$ cat config.mk
export PLATFORM = sky130hd
export DESIGN_NAME = carregador_programa
export DESIGN_NICKNAME = d
export VERILOG_FILES = /design/src/rtl/carregador_programa.sv
export SDC_FILE = /design/constraint.sdc
export NUM_CORES = 2
export LEC_CHECK = 0
export CORE_AREA = 2 2 390 392
export DETAILED_ROUTE_END_ITERATION = 7
export DIE_AREA = 0 0 392 394
export GPL_ROUTABILITY_DRIVEN = 0
export HOLD_SLACK_MARGIN = 0.15
export PLACE_DENSITY_LB_ADDON = 0.25
export SYNTH_ARGS = -nofsm -noshare
export SYNTH_HDL_FRONTEND = slang
export SYNTH_SLANG_ARGS = --single-unit
export TNS_END_PERCENT = 5
$ cat constraint.sdc
create_clock -name Clock -period 10.45 [get_ports Clock]
set_input_delay 1.045 -clock Clock [delete_from_list [all_inputs] [get_ports Clock]]
set_output_delay 1.045 -clock Clock [all_outputs]
set_load 0.005 [all_outputs]
$ cat src/rtl/carregador_programa.sv
// Program loader: sweeps a 256x8 instruction memory to zero, accepts a
// length-prefixed byte stream into it, then serves combinational fetches.
module carregador_programa (
  input  logic       Clock,
  input  logic       Reset,
  input  logic [7:0] DadoEntrada,
  input  logic       ValidoEntrada,
  output logic       ProntoEntrada,
  input  logic       Recarregar,
  input  logic [7:0] SaidaPC,
  output logic [7:0] Instrucao,
  output logic       CpuHabilita,
  output logic       Carregado,
  output logic [8:0] TamanhoCarregado
);

  typedef enum logic [1:0] {
    LIMPA      = 2'd0,
    ESPERA_TAM = 2'd1,
    CARREGA    = 2'd2,
    EXECUTA    = 2'd3
  } estado_t;

  estado_t    estado_q, estado_d;
  logic [8:0] contador_q, contador_d;
  logic [7:0] n_q, n_d;
  logic       carregado_q, carregado_d;
  logic [8:0] tamanho_q, tamanho_d;

  logic [7:0] mem [256];
  logic       we;
  logic [7:0] waddr;
  logic [7:0] wdata;
  logic       transfer;

  assign ProntoEntrada    = (estado_q == ESPERA_TAM) || (estado_q == CARREGA);
  assign CpuHabilita      = (estado_q == EXECUTA);
  assign Carregado        = carregado_q;
  assign TamanhoCarregado = tamanho_q;
  assign transfer         = ValidoEntrada && ProntoEntrada;
  assign Instrucao        = (estado_q == EXECUTA) ? mem[SaidaPC] : 8'h00;

  always_comb begin
    estado_d    = estado_q;
    contador_d  = contador_q;
    n_d         = n_q;
    carregado_d = carregado_q;
    tamanho_d   = tamanho_q;
    we          = 1'b0;
    waddr       = contador_q[7:0];
    wdata       = 8'h00;
    case (estado_q)
      LIMPA: begin
        we         = 1'b1;
        contador_d = contador_q + 9'd1;
        if (contador_q == 9'd255) begin
          estado_d = ESPERA_TAM;
        end
      end
      ESPERA_TAM: begin
        if (transfer) begin
          n_d        = DadoEntrada;
          contador_d = '0;
          if (DadoEntrada == 8'h00) begin
            estado_d    = EXECUTA;
            tamanho_d   = '0;
            carregado_d = 1'b1;
          end else begin
            estado_d = CARREGA;
          end
        end
      end
      CARREGA: begin
        if (transfer) begin
          we         = 1'b1;
          wdata      = DadoEntrada;
          contador_d = contador_q + 9'd1;
          // N is nonzero here, so N-1 cannot wrap
          if (contador_q[7:0] == (n_q - 8'd1)) begin
            tamanho_d   = {1'b0, n_q};
            carregado_d = 1'b1;
            estado_d    = EXECUTA;
          end
        end
      end
      EXECUTA: begin
        if (Recarregar) begin
          carregado_d = 1'b0;
          contador_d  = '0;
          estado_d    = LIMPA;
        end
      end
      default: estado_d = LIMPA;
    endcase
  end

  always_ff @(posedge Clock) begin
    if (Reset) begin
      estado_q    <= LIMPA;
      contador_q  <= '0;
      n_q         <= '0;
      carregado_q <= 1'b0;
      tamanho_q   <= '0;
    end else begin
      estado_q    <= estado_d;
      contador_q  <= contador_d;
      n_q         <= n_d;
      carregado_q <= carregado_d;
      tamanho_q   <= tamanho_d;
    end
  end

  // Memory has no reset; the LIMPA sweep after every reset zeroes it.
  always_ff @(posedge Clock) begin
    if (we && !Reset) begin
      mem[waddr] <= wdata;
    end
  end

endmodule

# Word-level counts from Yosys, hierarchy flattened
# Memory sizes are Yosys's and may differ from the RTL's.
# Index checks and enable logic that the tools add are counted.
[classes]
n_mux = 29
n_eq_ne = 11
n_addsub = 2
n_reduce_logical = 13
[op_table]
columns = ["cell", "count"]
rows = [
  ["9-bit 2-to-1 mux", 7],
  ["9-bit case mux with 4 select lines", 1],
  ["8-bit 2-to-1 mux", 3],
  ["9-bit case mux with 2 select lines", 1],
  ["2-bit 2-to-1 mux", 5],
  ["5-bit AND reduction", 2],
  ["9-bit by 1-bit adder with 9-bit output (second input constant)", 1],
  ["9-bit by 8-bit equality test with 1-bit output (second input constant)", 1],
  ["1-bit 2-to-1 mux", 9],
  ["8-bit equality test", 1],
  ["8-bit zero test", 1],
  ["2-bit inequality test (second input constant)", 4],
  ["2-bit case mux with 4 select lines", 1],
  ["8-bit by 1-bit subtractor with 8-bit output (second input constant)", 1],
  ["6-bit AND reduction", 1],
  ["2-bit equality test (second input constant)", 2],
  ["2-bit by 1-bit inequality test with 1-bit output (second input constant)", 2],
  ["1-bit case mux with 3 select lines", 1],
  ["3-bit AND reduction", 1],
  ["3-bit nonzero test", 1],
  ["2-bit by 1-bit equality test with 1-bit output (second input constant)", 1],
  ["1-bit logical AND", 2],
  ["2-bit zero test", 1],
  ["1-bit case mux with 2 select lines", 1],
  ["4 further kinds", 4],
]
[word_totals]
output_inout_bits = 20
inputBits = 20
ff_bits = 29
word_cells = 61
ramBits = 2048
memories = 1
[memory_table]
columns = ["memory", "words", "word_bits", "rd", "rd_ports_with_merged_regs", "write_ports", "line", "text"]
rows = [
  ["mem", 256, 8, 1, 0, 1, "30", "logic [7:0] mem [256];"],
]

# Depth between registers and ports, before layout
[depth]
ltp_word = 8
depth_mapped = 12
ltp_nobuf = 9

# Worst setup path before layout
# OpenSTA, ideal clock, no wires.
[synth_timing]
kind = "input port to flip-flop"
start = "input port ValidoEntrada"
end = "memory mem[0][0], data pin"
setup_time_ns = 0.866
setup_slack_ns = 4.931
path_buffers = 0
required_time_ns = 9.584
stages = 3
arrival_ns = 4.653
path_cell_list = "nand2_1 nor2_1 and2_1"
[synth_via]
elab_chain_cells = 3
[synth_lines]
columns = ["element", "line", "text"]
rows = [
  ["start: declaration", "7", "input logic ValidoEntrada,"],
  ["1-bit logical AND", "40", "assign transfer = ValidoEntrada && ProntoEntrada;"],
  ["8-bit 2-to-1 mux", "74", "if (transfer) begin"],
  ["8-bit 2-to-1 mux", "52", "case (estado_q)"],
  ["net wdata[0]", "33", "logic [7:0] wdata;"],
  ["end: declaration", "30", ""],
]
# The timed path passes the listed nets, and every way through them passes these cells.

# Worst setup path in the final report
[layout_timing]
start = "input port SaidaPC[6]"
end = "output port Instrucao[2]"
[layout_via]
elab_chain_cells = 2
[layout_lines]
columns = ["element", "line", "text"]
rows = [
  ["start: declaration", "10", "input logic [7:0] SaidaPC,"],
  ["memory read 256 x 8 bit", "--", ""],
  ["8-bit 2-to-1 mux", "41", "assign Instrucao = (estado_q == EXECUTA) ? mem[SaidaPC] : 8'h00;"],
  ["end: declaration", "11", "output logic [7:0] Instrucao,"],
]
# No other way between the ends.

==> run_results.csv <==
group,metric,value,unit
global_route,grt_pass1_vias,41014,
clock_tree,clk_path_buf_depth,3,
global_route,grt_usage,27.0,%
power_and_ir_drop,switchingPower,3670,uW
worst_setup_path,worst-setup-path-type,"primary input to output pin",
timing,max_freq,144,MHz
synthesis,ys_seq_area_share,75.7,%
worst_setup_path,r2r_setup_slack,5.31,ns
global_route,grt_overflow_total,0,
global_route,grt_pass1_wl,297000,um
worst_setup_path,max_stage_delay,1.15,ns
worst_setup_path,cp_slowest_cell,"nand3b_1",
die,die_x,392,um
global_route,grt_max_degree,229,
worst_setup_path,path_max_fanout,19,
worst_setup_path,reg2regPathDepth,8,
layout,multi_input_area,0.0183,mm2
timing,slew_violations,0,
layout,regArea,0.0621,mm2
placed_design,placed_cell_area,0.0840,mm2
clock_tree,cts_resized,0,
placed_design,post-dp-hpwl,124000,um
clock_tree,cts_buffers,205,
die,core,0.151,mm2
layout,layout.nets,4297,
drt,antenna_left,0,
die,initial_core_util,54.4,%
clock_tree,clock-sinks,2076,
die,placementRows,143,
placed_design,io_buffers,38,
worst_setup_path,crit_family,"simple AND/OR/NAND/NOR gates",
power_and_ir_drop,p_clk_share,41.9,%
clock_tree,clk_latency,0.82,ns
synthesis,synth_area,0.0820,mm2
die,die_height,394,um
drt,wl,207000,um
drt,drtIter0Drc,5580,
power_and_ir_drop,internal-power,13300,uW
synthesis,ys_warn_count,0,
timing,period_minus_slack,6.93,ns
layout,layout_commonest_cell,"edfxtp_1",
synthesis,ys_types,68,
run_status,status,"finished, violations left",
clock_tree,cts_max_level,4,
timing,slew_headroom,2.16,%
clock_tree,clkTransAtPathRegs,0.06,ns
worst_setup_path,r2r-start,"estado_q[0]",
layout,final_cell_mix,"2048 x edfxtp_1, 361 x mux4_2, 345 x nor2_1, 259 x mux2i_1, 209 x clkbuf_16",
layout,final_cell_area,0.0904,mm2
drt,met2_length,95400,um
power_and_ir_drop,leakagePower,0.0324,uW
job,cap_violations,1,
layout,drive_above_1_share,18.2,%
run_status,violations,"max-capacitance violations",
drt,vias,42246,
min_path,hold_depth,2,
min_path,hold_start,"TamanhoCarregado[7]",
timing,finalHoldViolCount,0,
drt,viasPerCell,6.53,
synthesis,synth_async_sr_flop_share,0,%
drt,wire_per_inst,32.0,um
placed_design,dp_slack,3.67,ns
worst_setup_path,crit_path_frequent_cell,"clkdlybuf4s50_1",
drt,route.met3.wl,22600,um
power_and_ir_drop,ir_drop,184,uV
timing,clock_skew,0.0231,ns
timing,rsz0062_at_grt,"no",
timing,fin_ws,3.52,ns
synthesis,synth_ff_type,"edfxtp_1",
worst_setup_path,critPathBufInv,2,
worst_setup_path,worstSetupStartpointType,"primary input",
timing,post-route-period-util,66.3,%
die,io_pins,40,
synthesis,avgSynthCellArea,19.5,um2
worst_setup_path,required,9.41,ns
worst_setup_path,r2r-end,"mem[211][3]",
timing,tns,0,ns
layout,syn_to_final_growth,10.3,%
worst_setup_path,cp-end-kind,"output pin",
worst_setup_path,crit_chain,"clkdlybuf4s50_1, nand3b_1, nor2_1, o21ai_0, nand4_1, a2111oi_2, nand4b_1, o31ai_1, clkdlybuf4s50_1",
drt,drc_errors,0,
min_path,min_to,"TamanhoCarregado[7]",
timing,tightest_slew,1.45,ns
min_path,hp-class,"register to register",
clock_tree,cts_root_buf,"clkbuf_16",
timing,setup-violations-final,0,
drt,highest_layer,"met5",
layout,fillCellCount,10776,
synthesis,synthesis.nets,4237,
die,fp.dieArea,0.154,mm2
power_and_ir_drop,power_frac_seq,53.5,%
synthesis,synth-seq-cells,2076,
power_and_ir_drop,switching_share,21.7,%
clock_tree,cts_tree,"built",
power_and_ir_drop,p_per_area,187,mW/mm2
drt,firstDrtPassIters,8,
clock_tree,cts_setup_buffers,0,
global_route,antenna_found_initial,10,
worst_setup_path,crit_arrival,5.89,ns
synthesis,synth_edf_count,2048,
drt,wl_met1,82100,um
synthesis,synth_cells,4206,
clock_tree,hold_buffers,0,
power_and_ir_drop,comb_power_share,4.6,%
area by class of cell:
cell class	instances	area share [%]
repair buffers	114	1.20
inverters	14	0.0581
clock inverters	123	1.13
multi-input cells	1855	20.2
clock buffers	252	5.98
flip-flops and latches	2076	68.6
diodes	3	0.00830
well taps	2030	2.81
flip-flops by register name (all words and copies together), names as in the netlist:
register          count
TamanhoCarregado      8
mem                2048
contador_q            9
estado_q              2
Carregado             1
n_q                   8
cell usage after synthesis, drive strengths merged, types with 3 or more instances:
cell / instances / share of area (%)
nor2: 346 / 1.6
buf: 152 / 1.6
nor4: 22 / 0.19
o32ai: 17 / 0.18
inv: 14 / 0.064
nor3: 54 / 0.33
dfxtp: 28 / 0.68
nand4: 13 / 0.099
mux2i: 259 / 3.2
o21ai: 93 / 0.57
a21oi: 62 / 0.38
and3: 7 / 0.053
o22a: 3 / 0.032
nand4b: 5 / 0.053
a31oi: 6 / 0.046
nor3b: 6 / 0.055
mux2: 44 / 0.60
a221oi: 42 / 0.45
o21bai: 3 / 0.027
o221ai: 40 / 0.43
nand3b: 11 / 0.10
o31ai: 16 / 0.16
nand3: 57 / 0.35
mux4: 372 / 10
o211ai: 5 / 0.046
o22ai: 60 / 0.46
nand2b: 14 / 0.11
a22o: 6 / 0.064
clkbuf: 109 / 0.50
a211oi: 29 / 0.27
and2: 17 / 0.13
edfxtp: 2048 / 75
o41ai: 5 / 0.063
or4: 4 / 0.037
ha: 11 / 0.17
nor2b: 17 / 0.13
nand2: 100 / 0.46
xnor2: 7 / 0.075
o221a: 9 / 0.12
a22oi: 50 / 0.46
a2111oi: 14 / 0.20
xor2: 7 / 0.075
or3: 8 / 0.061
layer usage:
layer  global-route usage (%)  up-vias
li1                         -    17426
met1                     40.1    22006
met2                     40.3     2444
met3                     6.00      358
met4                     8.65       12
met5                        0        -
per-stage QoR:
stage | util [%] | instances | hold WS (ns) | power [uW]
6_report | 60.0 | 6467 | 0.492 | 16900
4_1_cts | 60.0 | 6464 | 0.492 | 17000
3_5_place_dp | 55.8 | 6089 | 0.477 | 10000
3_3_place_gp | 55.8 | 6089 | 0.477 | 10000
2_1_floorplan | - | 4206 | 0.471 | 9700
5_1_grt | 60.0 | 6465 | 0.508 | 17300
worst max path at each step:
stage                             start           end  slack [ns]  cells after the start
after floorplan           ValidoEntrada     mem[0][0]        4.93                      3
after global placement       SaidaPC[6]  Instrucao[2]        3.71                      9
after detailed placement     SaidaPC[6]  Instrucao[2]        3.67                      9
after CTS                    SaidaPC[6]  Instrucao[2]        3.65                      9
after global routing         SaidaPC[0]  Instrucao[0]        3.55                     10
final                        SaidaPC[6]  Instrucao[2]        3.52                      9
power by group through the flow:
stage	combinational [uW]	clock (uW)	sequential [uW]
floorplan	468	0	9230
global placement	757	0	9240
detailed placement	758	0	9240
CTS	761	7140	9060
global route	795	7470	9060
finish	775	7090	9060
tightest hold or removal path: stages (launching register included):
cell and delay, ns:
dfxtp_1 0.31, nand3b_1 0.08, o31ai_1 0.07
cells by family (layout without fill, tap and decap cells):
logic type / count (synthesis) / after routing / share of synthesized area, %
DFF: 2076 / 2076 / 75.7
and+or+nand+nor: 686 / 686 / 3.78
muxes: 675 / 675 / 14.0
AOI/OAI and AO/OA: 468 / 468 / 4.03
buffers and inverters: 275 / 503 / 2.13
xor gates and xnor gates: 14 / 14 / 0.150
adders and majority gates: 11 / 11 / 0.168
other: 1 / 4 / 0.00457
No activity file was read; power rests on OpenSTA's default activity.
==> edit (same flow settings) <==
Re-encode `estado_t` (4 values) as one-hot, 4 bits wide.
--- a/src/rtl/carregador_programa.sv
+++ b/src/rtl/carregador_programa.sv
@@ -14,11 +14,11 @@
   output logic [8:0] TamanhoCarregado
 );
 
-  typedef enum logic [1:0] {
-    LIMPA      = 2'd0,
-    ESPERA_TAM = 2'd1,
-    CARREGA    = 2'd2,
-    EXECUTA    = 2'd3
+  typedef enum logic [3:0] {
+    LIMPA      = 4'b0001,
+    ESPERA_TAM = 4'b0010,
+    CARREGA    = 4'b0100,
+    EXECUTA    = 4'b1000
   } estado_t;
 
   estado_t    estado_q, estado_d;
Check against the original RTL: no difference found for any inputs over 4 cycles, from zero or initial values and one cycle with Reset high; so few cycles prove little.
==> edit against the unedited design <==
  * Global-route usage rose by 0.39 points
  * Die area unchanged
  * Clock power down 4.1%
  * Cell area down 0.53%
  * Area after synthesis is 0.10% higher
  * Worst setup slack worse by 0.22 ns
  * Routed wire length is 1.9% higher
  * Sequential cell count grew 2
  * Power fell by 3.0%
  * First-iteration DRC count increased by 8.9%
==> edit: results (changes against the unedited design) <==
Multi-input combinational area share: 20.2% (about the same)
Ant diodes: 1 (was 3)
Final nets: 4282 (was 4297)
Int Pwr: 13.0 mW (was 13.3 mW)
Final wirelength: 211000 um (was 207000 um)
Data buffer area share: 1.13% (was 1.20%)
Worst VDD drop: 185 uV (was 184 uV)
Detail-routed net length per standard cell: 32.7 um (was 32.0 um)
Mux share of post-synthesis cell area: 14.1% (was 14.0%)
Final Skew: 0.0398 ns (was 0.0231 ns)
Sequential cell area: 62100 um2 (about the same)
Fill cells: 10800 (about the same)
Hold path start: TamanhoCarregado[5]$_SDFFE_PP0P_ (was TamanhoCarregado[7]$_SDFFE_PP0P_)
WL met1: 82600 um (was 82100 um)
Worst Tran Pin Value: 1.40 ns (was 1.45 ns)
Reg2reg start: estado_q[2]$_SDFFE_PP0P_ (was estado_q[0]$_SDFFE_PP0P_)
Yosys cell types: 81 (was 68)
Routed wire length on met3: 24200 um (was 22600 um)
Worst-Skew Late Latency: 0.84 ns (was 0.82 ns)
Critical path's slowest cell: nor4_1 (was nand3b_1)
Comb_multi_in: 1861 (was 1855)
Largest net degree at the start of global routing: 129 (was 229)
Status: complete, no violations (was complete, but fails checks)
Vias in the first global route: 41000 (about the same)
Worst slack, placed: 3.53 ns (was 3.67 ns)
Sequential share of the synthesized area: 75.7% (about the same)
Met2 usage in global routing: 40.4% (was 40.3%)
==> edit: cell count changes after synthesis, moves of 26 or more <==
cell,delta
a22oi_1,-35
nand2_1,+38
mux4_2,-36
mux2i_1,+28
a221oi_1,-39
mux2_2,-36
o21ai_0,-37
clkbuf_1,-28
mux4_1,+39
o221ai_1,+26
o22ai_1,+31
==> edit: worst paths after layout <==
check	end	slack [ns]	depth (start not counted)
min reg2reg	TamanhoCarregado[5]$_SDFFE_PP0P_	0.49	1
max	Instrucao[4]	3.30	10
max reg2reg	mem[192][0]$_DFFE_PP_	6.40	5
min	TamanhoCarregado[5]$_SDFFE_PP0P_	0.49	1
==> edit: worst register-to-register path: stages, from the launching register on <==
cell and delay [ns]:
dfxtp_1 0.41, nor4b_1 0.38, buf_4 0.23, and3_4 0.73, buf_4 0.91, buf_4 1.01
